`src/rtl/vga_mem_arbiter.sv`:
```
// Single-port framebuffer arbiter: scanout reads win on visible pixel-enable cycles, the writer gets the rest.
// Define VGA_ARB_BLANK_ONLY_EN to restrict writes to the blanking interval (tear-free updates).
module vga_mem_arbiter #(
  parameter int DATA_W = 8,
  parameter int ADDR_W = 19,
  parameter int H_RES  = 640,
  parameter int V_RES  = 480
) (
  input  logic              clk,
  input  logic              reset,
  input  logic              pix_en,
  input  logic [9:0]        x,
  input  logic [9:0]        y,
  input  logic              nblanc,
  input  logic              wr_req,
  input  logic [ADDR_W-1:0] wr_addr,
  input  logic [DATA_W-1:0] wr_data,
  output logic              wr_ack,
  output logic              wr_err,
  output logic [ADDR_W-1:0] mem_addr,
  output logic [DATA_W-1:0] mem_wdata,
  output logic              mem_we,
  input  logic [DATA_W-1:0] mem_rdata,
  output logic [DATA_W-1:0] pix_data,
  output logic              pix_valid
);

  typedef enum logic [1:0] {IDLE = 2'd0, READ = 2'd1, WRITE = 2'd2} st_t;

  localparam int unsigned FB_WORDS = H_RES * V_RES;

  st_t               st, st_nxt;
  logic [ADDR_W-1:0] addr_nxt;
  logic [DATA_W-1:0] wdata_nxt;
  logic              we_nxt, ack_nxt, err_set;
  logic              in_range, write_ok;
  logic              blank_p0;
  logic              vld_p1, blank_p1;

  function automatic logic [ADDR_W-1:0] scan_addr(input logic [9:0] col, input logic [9:0] row);
    logic [ADDR_W-1:0] r;
    r = ADDR_W'(row);
    if (H_RES == 640) return (r << 9) + (r << 7) + ADDR_W'(col);
    else              return r * ADDR_W'(H_RES) + ADDR_W'(col);
  endfunction

  assign in_range = (32'(wr_addr) < FB_WORDS);

`ifdef VGA_ARB_BLANK_ONLY_EN
  assign write_ok = !nblanc;
`else
  assign write_ok = 1'b1;
`endif

  always_comb begin
    st_nxt    = IDLE;
    addr_nxt  = mem_addr;
    wdata_nxt = mem_wdata;
    we_nxt    = 1'b0;
    ack_nxt   = 1'b0;
    err_set   = 1'b0;
    if (pix_en && nblanc) begin
      st_nxt   = READ;
      addr_nxt = scan_addr(x, y);
    end else if (wr_req && write_ok) begin
      // Out-of-range writes are still acked so the writer never stalls; only the strobe is suppressed.
      st_nxt    = WRITE;
      addr_nxt  = wr_addr;
      wdata_nxt = wr_data;
      we_nxt    = in_range;
      ack_nxt   = 1'b1;
      err_set   = !in_range;
    end
  end

  always_ff @(posedge clk or posedge reset) begin
    if (reset) begin
      st        <= IDLE;
      mem_addr  <= '0;
      mem_wdata <= '0;
      mem_we    <= 1'b0;
      wr_ack    <= 1'b0;
      wr_err    <= 1'b0;
      blank_p0  <= 1'b0;
      vld_p1    <= 1'b0;
      blank_p1  <= 1'b0;
      pix_data  <= '0;
      pix_valid <= 1'b0;
    end else begin
      // p0: access presented on the memory port (READ state or blank token)
      st        <= st_nxt;
      mem_addr  <= addr_nxt;
      mem_wdata <= wdata_nxt;
      mem_we    <= we_nxt;
      wr_ack    <= ack_nxt;
      wr_err    <= wr_err | err_set;
      blank_p0  <= pix_en && !nblanc;
      // p1: RAM is sampling the read address
      vld_p1    <= (st == READ) || blank_p0;
      blank_p1  <= blank_p0;
      // p2: capture RAM data (or black for blanking) toward the DAC
      pix_valid <= vld_p1;
      if (vld_p1) pix_data <= blank_p1 ? '0 : mem_rdata;
    end
  end

endmodule

```
`config.mk`:
```
export PLATFORM = sky130hd
export DESIGN_NAME = vga_mem_arbiter
export DESIGN_NICKNAME = d
export VERILOG_FILES = /design/src/rtl/vga_mem_arbiter.sv
export SDC_FILE = /design/constraint.sdc
export NUM_CORES = 1
export LEC_CHECK = 0
export ABC_CLOCK_PERIOD_IN_PS = 2600
export CAP_MARGIN = 30
export CORE_UTILIZATION = 45
export CTS_CLUSTER_SIZE = 20
export DETAILED_ROUTE_END_ITERATION = 8
export GPL_ROUTABILITY_DRIVEN = 0
export PLACE_DENSITY = 0.95
export SYNTH_ARGS = -nofsm -noshare
export SYNTH_HDL_FRONTEND = slang
export SYNTH_SLANG_ARGS = --single-unit
```
`constraint.sdc`:
```
create_clock -name clk -period 2.6 [get_ports clk]
set_clock_uncertainty 0.2 [all_clocks]
set_input_delay 0.78 -clock clk [delete_from_list [all_inputs] [get_ports clk]]
set_output_delay 0.78 -clock clk [all_outputs]
set_load 0.1 [all_outputs]
```
==> results.yml <==
status:
  outcome: "finished, violations left"
  violations: "setup timing"
clock_tree:
  cts-htree-levels: 2
  path_clk_slew_ns: 0.09
  clkSinkCount: 43
  cts_buffers: 5
  clk_latency_ns: 0.29
  cts_root_buf: "clkbuf_8"
  cts_tree: "done"
  clockBufferDepth: 2
timing:
  drv_slew: 0
  setup_ws_ns: -0.301
  setup_tns_ns: -1.26
  setup_viol: 7
  final.period_utilization_pct: 112
  finalHoldViolations: 0
  holdWs_ns: 0.193
  fmax_mhz: 345
  max_slew_margin_pct: 65.0
  period_needed_ns: 2.90
  rsz0062_at_grt: "yes"
  worstMarginPinSlew_ns: 0.526
floorplan:
  core_sq_um: 5110
  die_w_microns: 74.7
  rows: 26
  start_util_pct: 46.6
  die_area_sq_um: 5580
  die_h_microns: 74.7
  io_pins: 99
final_layout:
  syn_to_final_growth_pct: 68.3
  seqCellArea_sq_um: 1080
  final_cells: 438
  final_common_cell: "buf_4"
  final_area_sq_um: 4010
  drive_gt1_share_pct: 36.4
  layout.nets: 448
  mostFrequentLayoutCells: "74 x buf_4, 49 x clkdlybuf4s50_1, 43 x dfrtp_1"
  antenna_cells: 0
  utilization_pct: 78.4
  fillCellCount: 290
  multiInputGateArea_sq_um: 1460
detailed_routing:
  drt-total-wl_microns: 7440
  routed_via_density: 5.37
  drt_iter0_drc: 94
  drc: 0
  dr.pass1.iters: 4
  wl_per_cell_microns: 17.0
  vias: 2353
  final_antenna_net_count: 0
global_route:
  grt.total_usage_pct: 24.2
  grt_max_degree: 44
  antenna_found_initial: 0
  grt_overflow: 0
  grt_pass1_vias: 2270
  grt_pass1_wl_microns: 10100
worst_setup_path:
  startpoint_type: "input port"
  crit_fanout: 2
  crit_type: "in2reg"
  required_ns: 2.57
  endpoint_kind: "register"
  critPathArrivalTime_ns: 2.87
pwr:
  power_mw: 2.59
  ir_worst_vdd_mv: 0.295
  powerDensity_nw_per_um2: 647
  cellLeakagePower_nw: 1.83
logic_synthesis:
  ys.flop_type: "dfrtp_1"
  yosysSeqAreaShare_pct: 45.2
  ys_warn_count: 0
  syn_nets: 313
  syn_area_sq_um: 2380
  ys_types: 40
  syn_inst: 232
  synth-edff-count: 0
  avgSynthCellArea_sq_um: 10.3
  synth-seq-cells: 43
  synthArstFlopShare_pct: 100
place:
  pre_cts_slack_ns: -1.08
  dp_hpwl_microns: 4740
  io_buffers: 98
  place_area_sq_um: 3610
  place_inst: 425
flow_run:
  drv_cap: 0
min_path:
  hold_class: "reg2reg"
flip-flops by register name (all words and copies together) (netlist names):
name	flops
pix_valid	1
mem_addr	19
vld_p1	1
wr_err	1
blank_p1	1
mem_wdata	8
blank_p0	1
st	2
pix_data	8
mem_we	1
layer usage:
layer	wire length [microns]	up-vias	GRT usage [%]
li1	-	1094	-
met1	2680	1125	25.1
met2	4080	105	47.1
met3	346	29	3.61
met4	336	0	11.3
met5	0	-	0
power by group:
group	total (mW)	switching [mW]	leakage [nW]	internal, mW
Clock	0.437	0.245	0.0408	0.192
Combinational	1.36	0.918	1.27	0.439
Sequential	0.796	0.0451	0.516	0.751
final timing paths:
kind / start / endpoint / slack (ns) / depth (start not counted)
max: x[9] / mem_addr[16] / -0.30 / 9
min: blank_p0 / blank_p1 / 0.19 / 0
max reg2reg: vld_p1 / pix_data[3] / 1.12 / 3
min reg2reg: blank_p0 / blank_p1 / 0.19 / 0
max in group asynchronous: reset / pix_data[2] / 1.10 / 3
min in group asynchronous: reset / pix_data[5] / 0.75 / 3
Yosys cell counts (5+ instances only):
library cell	instances	share of area, %
a211oi_1	5	1.6
a21oi_1	12	2.5
clkbuf_1	5	0.79
dfrtp_1	43	45
ha_1	19	10
inv_1	19	3.0
mux2_2	8	3.8
mux2i_1	15	6.3
nand2_1	27	4.3
nand3_1	5	1.1
nor2_1	5	0.79
nor2b_1	7	1.8
o21ai_0	22	4.6
final cells by class:
class | count | share of cell area, %
sequential | 43 | 26.9
inverter | 20 | 2.06
clock inverter | 3 | 0.594
timing repair buffer | 137 | 30.1
tap | 70 | 2.19
clock buffer | 5 | 1.72
multi-input combinational | 160 | 36.5
what timing repair did:
item | 4_1_cts | 5_1_grt
resized for setup | 42 | 21
pin swaps | 19 | 17
setup buffers | 3 | 3
setup endpoints to repair | 10 | 7
hold buffers | 0 | 0
worst max-delay path, stage by stage:
cell and delay [ns]:
buf_8 0.08, inv_8 0.02, fa_1 0.54, inv_2 0.06
fa_2 0.36, a21o_1 0.20, a311o_1 0.32, a2111oi_2 0.41
nor3b_1 0.09
logic make-up (layout without fill, tap and decap cells):
group | Yosys count | after routing | share of synthesized area (%)
AOI/OAI and AO/OA | 59 | 59 | 16.0
xor gates and xnor gates | 4 | 4 | 1.47
adders and majority gates | 21 | 21 | 11.7
buffers and inverters | 29 | 165 | 5.05
DFF | 43 | 43 | 45.2
muxes | 23 | 23 | 10.1
and+or+nand+nor | 53 | 53 | 10.5
(Power assumes the default switching activity.)
